--- src/rtl/fetch_queue_if.sv ---
// Decode-side handshake of the fetch queue: head entry offered by the
// fetch stage (master) and accepted by the decoder (slave).
interface fetch_queue_if #(
  parameter int PC_WIDTH   = 5,
  parameter int INST_WIDTH = 32
);
  logic                  out_valid;
  logic                  out_ready;
  logic [INST_WIDTH-1:0] out_inst;
  logic [PC_WIDTH-1:0]   out_pc;

  modport master (output out_valid, out_inst, out_pc, input out_ready);
  modport slave  (input out_valid, out_inst, out_pc, output out_ready);
endinterface

--- src/rtl/fetch_queue.sv ---
// Instruction fetch stage: owns the PC, drives imem, buffers {pc, inst} in a FIFO.
// Optional macro FETCH_BYPASS_EN lets a fetch go straight to decode when the queue is empty.
module fetch_queue #(
  parameter int PC_WIDTH   = 5,
  parameter int INST_WIDTH = 32,
  parameter int DEPTH      = 4
) (
  input  logic                    clk,
  input  logic                    rst_n,
  output logic [PC_WIDTH-1:0]     imem_addr,
  input  logic [INST_WIDTH-1:0]   imem_inst,
  input  logic                    fetch_en,
  input  logic                    redirect,
  input  logic [PC_WIDTH-1:0]     redirect_pc,
  output logic [$clog2(DEPTH):0]  count,
  fetch_queue_if.master           dec
);

  localparam int PTR_W = $clog2(DEPTH);
  localparam int CNT_W = PTR_W + 1;

  logic [PC_WIDTH-1:0]   pc;
  logic [PTR_W-1:0]      rd_ptr;
  logic [PTR_W-1:0]      wr_ptr;
  logic [CNT_W-1:0]      occ;
  logic [PC_WIDTH-1:0]   pc_mem   [DEPTH];
  logic [INST_WIDTH-1:0] inst_mem [DEPTH];

  logic q_valid;
  logic q_pop;
  logic fetch;
  logic push;

`ifdef FETCH_BYPASS_EN
  logic bypass;

  // An empty queue hands the fetched word straight to decode; if decode takes
  // it the same cycle it never occupies a slot.
  always_comb begin
    q_valid       = (occ != '0);
    q_pop         = q_valid & ~redirect & dec.out_ready;
    fetch         = fetch_en & ~redirect &
                    ((occ < CNT_W'(DEPTH)) | (q_valid & dec.out_ready));
    bypass        = fetch & ~q_valid;
    push          = fetch & ~(bypass & dec.out_ready);
    dec.out_valid = (q_valid & ~redirect) | bypass;
    dec.out_inst  = bypass ? imem_inst : inst_mem[rd_ptr];
    dec.out_pc    = bypass ? pc : pc_mem[rd_ptr];
  end
`else
  // Full-queue fetch is still allowed when the head leaves the same cycle.
  always_comb begin
    q_valid       = (occ != '0);
    q_pop         = q_valid & dec.out_ready;
    fetch         = fetch_en & ~redirect &
                    ((occ < CNT_W'(DEPTH)) | (q_valid & dec.out_ready));
    push          = fetch;
    dec.out_valid = q_valid;
    dec.out_inst  = inst_mem[rd_ptr];
    dec.out_pc    = pc_mem[rd_ptr];
  end
`endif

  // Storage is cleared on reset so the head outputs read zero out of reset.
  always_ff @(posedge clk or negedge rst_n) begin
    if (!rst_n) begin
      pc     <= '0;
      rd_ptr <= '0;
      wr_ptr <= '0;
      occ    <= '0;
      for (int i = 0; i < DEPTH; i++) begin
        pc_mem[i]   <= '0;
        inst_mem[i] <= '0;
      end
    end else if (redirect) begin
      pc     <= redirect_pc;
      rd_ptr <= '0;
      wr_ptr <= '0;
      occ    <= '0;
    end else begin
      if (fetch) begin
        pc <= pc + PC_WIDTH'(1);
      end
      if (push) begin
        pc_mem[wr_ptr]   <= pc;
        inst_mem[wr_ptr] <= imem_inst;
        wr_ptr           <= wr_ptr + PTR_W'(1);
      end
      if (q_pop) begin
        rd_ptr <= rd_ptr + PTR_W'(1);
      end
      case ({push, q_pop})
        2'b10:   occ <= occ + CNT_W'(1);
        2'b01:   occ <= occ - CNT_W'(1);
        default: occ <= occ;
      endcase
    end
  end

  assign imem_addr = pc;
  assign count     = occ;

endmodule

--- src/flat_wrapper.sv ---
// flat-port wrapper written by rule: the top's interface ports become plain ports
module fetch_queue_flat 
#(
  parameter int PC_WIDTH   = 5,
  parameter int INST_WIDTH = 32,
  parameter int DEPTH      = 4
)
  (clk, rst_n, imem_addr, imem_inst, fetch_en, redirect, redirect_pc, count, dec_out_valid, dec_out_inst, dec_out_pc, dec_out_ready);
  fetch_queue_if #(.PC_WIDTH(PC_WIDTH), .INST_WIDTH(INST_WIDTH)) dec_i ();
  input  logic clk;
  input  logic rst_n;
  output logic [PC_WIDTH-1:0] imem_addr;
  input  logic [INST_WIDTH-1:0] imem_inst;
  input  logic fetch_en;
  input  logic redirect;
  input  logic [PC_WIDTH-1:0] redirect_pc;
  output logic [$clog2(DEPTH):0] count;
  output wire logic [$bits(dec_i.out_valid)-1:0] dec_out_valid;
  output wire logic [$bits(dec_i.out_inst)-1:0] dec_out_inst;
  output wire logic [$bits(dec_i.out_pc)-1:0] dec_out_pc;
  input wire logic [$bits(dec_i.out_ready)-1:0] dec_out_ready;
  assign dec_out_valid = dec_i.out_valid;
  assign dec_out_inst = dec_i.out_inst;
  assign dec_out_pc = dec_i.out_pc;
  assign dec_i.out_ready = dec_out_ready;
  fetch_queue #(.PC_WIDTH(PC_WIDTH), .INST_WIDTH(INST_WIDTH), .DEPTH(DEPTH)) u_core (.clk(clk), .rst_n(rst_n), .imem_addr(imem_addr), .imem_inst(imem_inst), .fetch_en(fetch_en), .redirect(redirect), .redirect_pc(redirect_pc), .count(count), .dec(dec_i));
endmodule
--- config.mk ---
export PLATFORM = sky130hd
export DESIGN_NAME = fetch_queue_flat
export DESIGN_NICKNAME = d
export VERILOG_FILES = /design/src/rtl/fetch_queue_if.sv /design/src/rtl/fetch_queue.sv /design/src/flat_wrapper.sv
export SDC_FILE = /design/constraint.sdc
export NUM_CORES = 1
export LEC_CHECK = 0
export CAP_MARGIN = 20
export CORE_MARGIN = 3
export CORE_UTILIZATION = 25
export DETAILED_ROUTE_END_ITERATION = 10
export GPL_ROUTABILITY_DRIVEN = 0
export PLACE_DENSITY_LB_ADDON = 0.25
export SKIP_CTS_REPAIR_TIMING = 1
export SKIP_LAST_GASP = 1
export SLEW_MARGIN = 20
export SYNTH_ARGS = -nofsm -noshare
export SYNTH_HDL_FRONTEND = slang
export SYNTH_SLANG_ARGS = --single-unit
--- constraint.sdc ---
create_clock -name clk -period 2.4 [get_ports clk]
set_input_delay 0.36 -clock clk [delete_from_list [all_inputs] [get_ports clk]]
set_output_delay 0.36 -clock clk [all_outputs]
set_load 0.01 [all_outputs]
* After elaboration in Yosys (flattened, before gate mapping)
Index checks and enable logic that the tools add are counted.
** Storage, ports and cells
- Flip-flop bits (word level) :: 160
- Input bits :: 42
- Output and inout port bits :: 46
- Word-level logic and storage cells :: 56
** Cells by class
- Add/subtract/negate cells :: 5
- $lt $le $gt $ge :: 4
- Equal/unequal tests :: 2
- Muxes and demuxes :: 20
- Bitwise logic cells :: 7
- Reductions and logical operators :: 6
** Operator list (count)
- 128-bit bitwise mux :: 1
- 32-bit 2-to-1 mux :: 3
- 32-bit binary-select mux with 2-bit select :: 1
- 32-bit demux with 2-bit select :: 1
- 5-bit 2-to-1 mux :: 5
- 20-bit bitwise mux :: 1
- 5-bit binary-select mux with 2-bit select :: 1
- 5-bit demux with 2-bit select :: 1
- 2-bit 2-to-1 mux :: 4
- 3-bit greater-or-equal comparator, second input constant :: 2
- 2-bit inverter with 3-bit output :: 2
- 3-bit one-hot mux with 2 select lines :: 1
- 3-bit nonzero test :: 2
- 5-bit by 1-bit adder with 5-bit output, second input constant :: 1
- 2-bit by 1-bit adder with 2-bit output, second input constant :: 2
- 2-bit nonzero test :: 2
- 3-bit by 1-bit adder with 3-bit output, second input constant :: 1
- 1-bit AND :: 3
- 3-bit by 1-bit < comparator with 1-bit output, second input constant :: 1
- 3-bit < comparator, second input constant :: 1
- 3-bit 2-to-1 mux :: 1
- 3-bit by 1-bit subtractor with 3-bit output, second input constant :: 1
- 2-bit by 1-bit == test with 1-bit output, second input constant :: 1
- 2-bit == test, second input constant :: 1
- other kinds (4) :: 4

* Depth between registers and ports, before layout
Gate-level depths: netlist (run 1).
- Word-level depth :: 7
- Mapped depth :: 8
- Mapped depth without buffers :: 6

* Least setup slack after synthesis (run 1)
Ideal clock, no wire load.
- Path kind :: reg2reg
- Start :: register u_core.occ[1] (netlist: u_core.count[1])
- End :: register u_core.occ[2] (netlist: u_core.count[2])
- Library setup time :: 0.078 ns
- Arrival time :: 2.045 ns
- Required time :: 2.322 ns
- Setup slack :: 0.277 ns
- Stages on the path, launching flop included :: 7
- Buffers on the path :: 1
- Period minus slack after synthesis :: 2.123 ns
- Cells stage by stage :: dfrtp_1 > clkbuf_1 > o31ai_1 > a21oi_1 > fa_1 > or4_1 > a21oi_1
** On the way
- Longest elaborated chain between the ends :: 7
- Elaborated cells on any way between the ends :: 12
- Classes of those cells :: 2 x add/sub; 1 x order compare; 2 x eq/ne; 2 x mux; 3 x bitwise; 2 x reduce/logical
** Ends and longest elaborated chain
- start, declared :: line fetch_queue.sv:25 : logic [CNT_W-1:0] occ;
- start signal, assigned :: line fetch_queue.sv:93 : 2'b10: occ <= occ + CNT_W'(1);
- start signal, assigned :: line fetch_queue.sv:94 : 2'b01: occ <= occ - CNT_W'(1);
- parallel branches: the longest is 7 deep, another holds 3-bit < comparator
Several ways; the timed one is not identified.
A chain may end at the register's enable or synchronous reset.

* Final worst setup path (run 1)
- Start :: register u_core.rd_ptr[0]
- End :: output dec_out_inst[29]
** On the way
- Longest elaborated chain between the ends :: 4
** Ends and longest elaborated chain
- start, declared :: line fetch_queue.sv:23 : logic [PTR_W-1:0] rd_ptr;
- start signal, assigned :: line fetch_queue.sv:90 : rd_ptr <= rd_ptr + PTR_W'(1);
- 2-bit inverter with 3-bit output (implied by the code) :: line fetch_queue.sv:59 : dec.out_inst = inst_mem[rd_ptr];
- 32-bit binary-select mux with 2-bit select :: line fetch_queue.sv:59
- 32-bit 2-to-1 mux (implied by the code) (2 in a row) :: line fetch_queue.sv:59
- end, declared :: line flat_wrapper.sv:19 : output wire logic [$bits(dec_i.out_inst)-1:0] dec_out_inst;
Every way passes these cells. The select of a mux whose other input is x is not followed.

==> summary.md, run 1 <==
| Metric | Value |
|---|---|
| ANT nets after route | 0 |
| Worst-Skew Late Latency | 0.42 ns |
| I/O Buffers | 87 |
| Worst endpoint required time | 2.04 ns |
| Max_slew headroom | 54.4% |
| Worst-margin pin slew | 0.685 ns |
| Setup slack after layout | -0.154 ns |
| Sequential share of the synthesized area | 51.8% |
| WL/cell | 19.3 um |
| Root Buffer Master | clkbuf_16 |
| Family with the most delay on the worst path | buffers and inverters |
| Flop pwr share | 42.2% |
| Post-synthesis cell count | 453 |
| Internal power | 6630 uW |
| Crit path time final | 2.55 ns |
| Starting Density | 25.7% |
| HP Start | u_core.inst_mem[38]$_DFFE_PN0P_ |
| Min-delay worst type | register to register |
| # Max-Cap Violations | 0 |
| P_sw | 2410 uW |
| Ant diodes | 0 |
| Clock Power Share | 29.0% |
| TritonCTS clock tree | built |
| Final clock skew | 0.00994 ns |
| Fillcell total | 2873 |
| Maximum VDD drop | 0.000461 V |
| Ys Warns | 0 |
| Gr usage total | 11.5% |
| Via count | 4351 |
| Die area | 0.0330 mm^2 |
| Hold Path End | u_core.inst_mem[38]$_DFFE_PN0P_ |
| FF+latch count, synth | 160 |
| Critical Path, Cell by Cell | buf_12 -> clkbuf_16 -> mux4_2 -> clkdlybuf4s50_1 |
| Worst slack at placement | 0.0838 ns |
| FP Rows | 63 |
| Final Core Density | 33.1% |
| Routed wl met3 | 729 um |
| Share of layout cells above drive strength 1 | 44.8% |
| Mux share of post-synthesis cell area | 38.2% |
| Met2 wire len | 9.12 mm |
| Largest net degree at the start of global routing | 70 |
| Initial antenna violation count | 0 |
| Worst reg2reg path depth | 5 |
| Post-synth ARST share | 100% |
| Placed insts | 924 |
| Switch share | 26.7% |
| Reg2reg end | u_core.count[2]$_DFFE_PN0P_ |
| Setup TNS | -1.16 ns |
| Failing checks | negative setup slack |
| Clk sinks | 160 |
| Largest family of logic cells by synthesized area | multiplexers |
| Crit path buf inv count | 3 |
| Post-Synth Simple-Gate Area | 3.40% |
| Crit Path Class | register to primary output |
| Vias in the first global route | 4982 |
| Clock tree buffer depth | 2 |
| Core Region | 0.0300 mm^2 |
| Pwr Density | 909 mW/mm^2 |
| EDFF count, synth | 0 |
| Slew Limit Fails | 0 |
| Final setup fails | 14 |
| Hold depth | 1 |
| Fin crit share | 106% |
| Synth Area in Compound Gates | 2.09% |
| Drt first-iter violations | 179 |
| Top FF cell, synth | dfrtp_1 |
| Vias per cell | 4.49 |
| Top routing layer in use | met4 |
| Chip height | 182 um |
| Logic gate share of total power | 28.8% |
| Reg2reg start | u_core.count[1]$_DFFE_PN0P_ |
| Final Hold Vio Count | 0 |
| NumNets Final | 615 |
| Area delta synth->final | 28.8% |
| Worst Setup End Kind | primary output |
| Routed wire length | 18.7 mm |
| Reg2reg setup slack | 0.37 ns |
| Synth Cell Area | 0.00772 mm^2 |
| Peak Freq | 0.392 GHz |
| Total global routing overflow | 0 |
| Finished Layout Cells | 970 |
| Post-synthesis xor/xnor area fraction | 0.227% |
| CP startpoint kind | register |
| Avg Cell Area, Syn | 17.1 um^2 |
| Wl on met1 | 8.66 mm |
| Static leakage | 0.00474 uW |
| CTS clk-pin slew, worst paths | 0.06 ns |
| Die Width | 182 um |
| DRC | 0 |
| Maximum fanout along the worst path | 6 |
| WP data arrival | 2.19 ns |
| First-pass DRT Iterations | 4 |
| Ports | 88 |
| RSZ-0062 raised after global routing | yes |
| Unique masters post-synth | 35 |
| DPL Wire Length | 11.4 mm |
| Post-Synth Adder-Cell Area | 1.07% |
| Clock buffer count from CTS | 17 |
| Slowest-stage cell, CP | dfrtp_4 |
| Slowest stage delay, CP | 0.53 ns |
| Outcome | finished with violations |
| First-pass GRT wire length | 29.6 mm |
| H-tree Lvls | 4 |
| Final Power | 9040 uW |
| Post-synthesis net count | 501 |
==> layout by cell type (no fill, tap or decap), types with 5 or more instances in the layout <==
master	count
buf_4	21
a21oi_1	7
mux4_2	37
dfrtp_1	158
clkbuf_16	18
nand2_1	6
o21ai_0	7
clkinvlp_4	7
ha_1	5
mux2_2	28
mux2_4	120
dlymetal6s2s_1	23
nor2_1	8
buf_12	12
clkdlybuf4s50_1	63
==> cell families (layout without fill, tap and decap cells) <==
family                     Yosys count  after routing
AOI/OAI and AO/OA                   26             26
xor gates and xnor gates             2              2
and+or+nand+nor                     40             40
adders and majority gates            6              6
muxes                              185            185
buffers and inverters               34            161
DFF                                160            160
==> final cells by class <==
| type | instances | area (um^2) | area share, % |
|---|---|---|---|
| clock buffer | 20 | 447 | 4.49 |
| clock inverter | 12 | 110 | 1.11 |
| inverter | 5 | 18.8 | 0.189 |
| multi-input combinational | 259 | 3470 | 34.9 |
| sequential | 160 | 4010 | 40.3 |
| tap | 390 | 488 | 4.91 |
| timing repair buffer | 124 | 1400 | 14.1 |
==> power groups by stage <==
stage               Sequential [uW]  Clock [uW]  Combinational, uW
floorplan                      3700           0               1700
global placement               3780           0               2540
detailed placement             3860           0               2600
CTS                            3820        2710               2620
global route                   3920        2840               2790
finish                         3820        2620               2600
==> stage by stage <==
stage	hold WS, ns	cell area, um^2
after floorplan	0.0644	7720
after global placement	0.409	9190
after detailed placement	0.422	9190
after CTS	-0.0425	9740
after global routing	0.514	9950
final	0.500	9950
==> Yosys cell counts (4+ instances only) <==
cell,number,area (um^2)
buf_4,4,30.0
nand3_4,4,70.1
ha_1,5,62.6
nand3_1,4,20.0
nor2_1,8,30.0
dfrtp_1,160,4000
mux2_4,120,1800
a21oi_1,7,35.0
mux2_2,28,315
clkbuf_1,6,22.5
buf_6,13,146
a31oi_1,4,25.0
o21ai_0,7,35.0
inv_1,4,15.0
nand2_1,6,22.5
buf_2,5,25.0
mux4_2,37,833
==> routing by layer <==
metal	GRT usage [%]	vias up
met1	15.4	2341
met5	0	-
met2	18.5	84
met4	2.99	0
met3	3.13	14
li1	-	1912
==> how the worst max path moves through the flow <==
stage                                  from                     endpoint  cells past startpoint
6_report       u_core.rd_ptr[0]$_DFFE_PN0P_             dec_out_inst[29]                      4
5_1_grt        u_core.rd_ptr[0]$_DFFE_PN0P_             dec_out_inst[29]                      4
3_5_place_dp                       fetch_en  u_core.count[2]$_DFFE_PN0P_                      6
4_1_cts        u_core.rd_ptr[0]$_DFFE_PN0P_             dec_out_inst[31]                      3
3_3_place_gp                       fetch_en  u_core.count[2]$_DFFE_PN0P_                      6
2_1_floorplan   u_core.count[1]$_DFFE_PN0P_  u_core.count[2]$_DFFE_PN0P_                      6
==> flip-flops by register name (all words and copies together) (netlist names) <==
register / cells
u_core.count: 3
u_core.inst_mem: 128
u_core.pc_mem: 20
u_core.wr_ptr: 2
u_core.rd_ptr: 2
u_core.imem_addr: 5
(Power assumes the default switching activity.)
==> inputs of run 2 (changes only) <==
Settings changed: CAP_MARGIN 20 to default.
Clock period 2.4 ns to 2.7 ns, I/O delays scaled along.
==> run 2 against run 1 <==
Effect of this change:
- the run now ends clean
- sequential power fell by 11%
- largest power group unchanged
- critical path depth down 1
- critical path type unchanged
- non-clock buffer count shrank 10
- sequential share of layout area up 0.75 points
- cell count fell by 1.2%
- clock power shrank 14%
- worst hold slack better by 0.0011 ns
- power down 12%
==> summary.md, run 2 (synthesis results as in run 1) <==
| Metric | Value |
|---|---|
| Outcome | finished clean |
| ANT nets after route | 0 |
| Final setup fails | 0 |
| DPL Wire Length | 11.8 mm |
| First-pass GRT wire length | 29.6 mm |
| FP Rows | 63 |
| I/O Buffers | 87 |
| Hold WS | 0.501 ns |
| First-pass DRT Iterations | 6 |
| Pwr Density | 812 mW/mm^2 |
| DRC | 0 |
| WP data arrival | 2.18 ns |
| Starting Density | 25.7% |
| Core Region | 0.0300 mm^2 |
| Setup crit start | u_core.rd_ptr[0]$_DFFE_PN0P_ |
| Via count | 4255 |
| Met2 wire len | 8.90 mm |
| Worst-Skew Late Latency | 0.42 ns |
| Placed insts | 923 |
| Vias in the first global route | 5023 |
| Die area | 0.0330 mm^2 |
| Max_slew headroom | 63.6% |
| Root Buffer Master | clkbuf_16 |
| Routed wire length | 18.2 mm |
| Die Width | 182 um |
| Worst endpoint required time | 2.30 ns |
| Final clock skew | 0.00808 ns |
| Maximum VDD drop | 0.000361 V |
| Drt first-iter violations | 162 |
| Worst Setup End Kind | primary output |
| Top reg by flops | u_core.inst_mem |
| Most common cell after layout, fill and taps aside | dfrtp_1 |
| Crit Path Class | register to primary output |
| Share of layout cells above drive strength 1 | 43.8% |
| Crit path capture | dec_out_inst[31] |
| Slew Limit Fails | 0 |
| Ant diodes | 0 |
| Top routing layer in use | met5 |
| Clock tree buffer depth | 2 |
| Reg2reg end | u_core.count[2]$_DFFE_PN0P_ |
| NumNets Final | 605 |
| Finished Layout Cells | 958 |
| WL/cell | 19.0 um |
| RSZ-0062 raised after global routing | no |
| Reg2reg start | u_core.count[0]$_DFFE_PN0P_ |
| Fin crit share | 95.8% |
| Min-delay worst type | register to register |
| Area delta synth->final | 26.4% |
| Worst-margin pin slew | 0.544 ns |
| Peak Freq | 0.387 GHz |
| H-tree Lvls | 4 |
| Max reg flops | 128 |
| CP startpoint kind | register |
| Fillcell total | 2898 |
| Ports | 88 |
| CTS clk-pin slew, worst paths | 0.07 ns |
| Largest net degree at the start of global routing | 57 |
| Wl on met1 | 8.50 mm |
| Chip height | 182 um |
| Vias per cell | 4.44 |
| TritonCTS clock tree | built |
| Final Hold Vio Count | 0 |
| Crit path time final | 2.59 ns |
| Most frequent cells in the layout | dfrtp_1, mux2_4, clkdlybuf4s50_1, mux4_2, mux2_2 |
| Clock buffer count from CTS | 17 |
| Gr usage total | 11.5% |
| # Max-Cap Violations | 0 |
| Reg2reg setup slack | 0.48 ns |
| Routed wl met3 | 667 um |
| Initial antenna violation count | 1 |
| Clk sinks | 160 |
| Total global routing overflow | 0 |
| Worst reg2reg path depth | 5 |
| Maximum fanout along the worst path | 17 |
| Static leakage | 0.00444 uW |
## run 2: cell count changes in the layout (fill, tap and decap cells not counted), sizes merged
cell,before,now
dlymetal6s2s,23,0
clkinvlp,7,4
clkdlybuf4s50,63,86
clkinv,3,7
inv,6,4
buf,36,27
clkbuf,21,19
## run 2: cell type report
class | instances | area, um^2 | share of cell area (%)
flip-flops and latches | 160 | 4010 | 41.0
multi-input cells | 259 | 3470 | 35.6
repair buffers | 114 | 1240 | 12.7
well taps | 390 | 488 | 5.00
clock buffers | 19 | 443 | 4.53
clock inverters | 11 | 93.8 | 0.961
inverters | 5 | 18.8 | 0.192
## run 2: layer usage
metal,track usage [%],vias to the layer above
li1,-,1888
met1,15.2,2280
met2,18.8,77
met3,3.04,8
met4,2.77,2
met5,0,-
## run 2: worst max-delay path: stages, from the launching register on
cell and delay [ns]:
dfrtp_4 0.49, buf_12 0.21, mux4_2 0.55, clkdlybuf4s50_1 0.50
## run 2: through the flow
| step | cell area (um^2) | total power [uW] | utilization [%] | setup slack, ns | setup TNS [ns] |
|---|---|---|---|---|---|
| 3_5_place_dp | 9190 | 5720 | 30.6 | 0.319 | 0 |
| 3_3_place_gp | 9190 | 5640 | 30.6 | 0.362 | 0 |
| 2_1_floorplan | 7720 | 4810 | - | 0.577 | 0 |
| 5_1_grt | 9770 | 8360 | 32.5 | 0.000913 | 0 |
| 6_report | 9770 | 7930 | 32.5 | 0.113 | 0 |
| 4_1_cts | 9730 | 8060 | 32.4 | -0.0640 | -1.09 |
## run 2: worst min path at each step
stage                     cells after the start                              end  slack (ns)                            start
after floorplan                               0      u_core.count[0]$_DFFE_PN0P_        0.11                            rst_n
after CTS                                     1  u_core.inst_mem[22]$_DFFE_PN0P_       -0.05                            rst_n
after detailed placement                      1  u_core.inst_mem[22]$_DFFE_PN0P_        0.41                            rst_n
final                                         1  u_core.inst_mem[34]$_DFFE_PN0P_        0.50  u_core.inst_mem[34]$_DFFE_PN0P_
after global placement                        1  u_core.inst_mem[86]$_DFFE_PN0P_        0.40                            rst_n
after global routing                          1  u_core.inst_mem[37]$_DFFE_PN0P_        0.51  u_core.inst_mem[37]$_DFFE_PN0P_
## run 2: power by group
group          switching, uW  internal (uW)
registers                381           3030
logic                    710           1550
clock network            987           1280
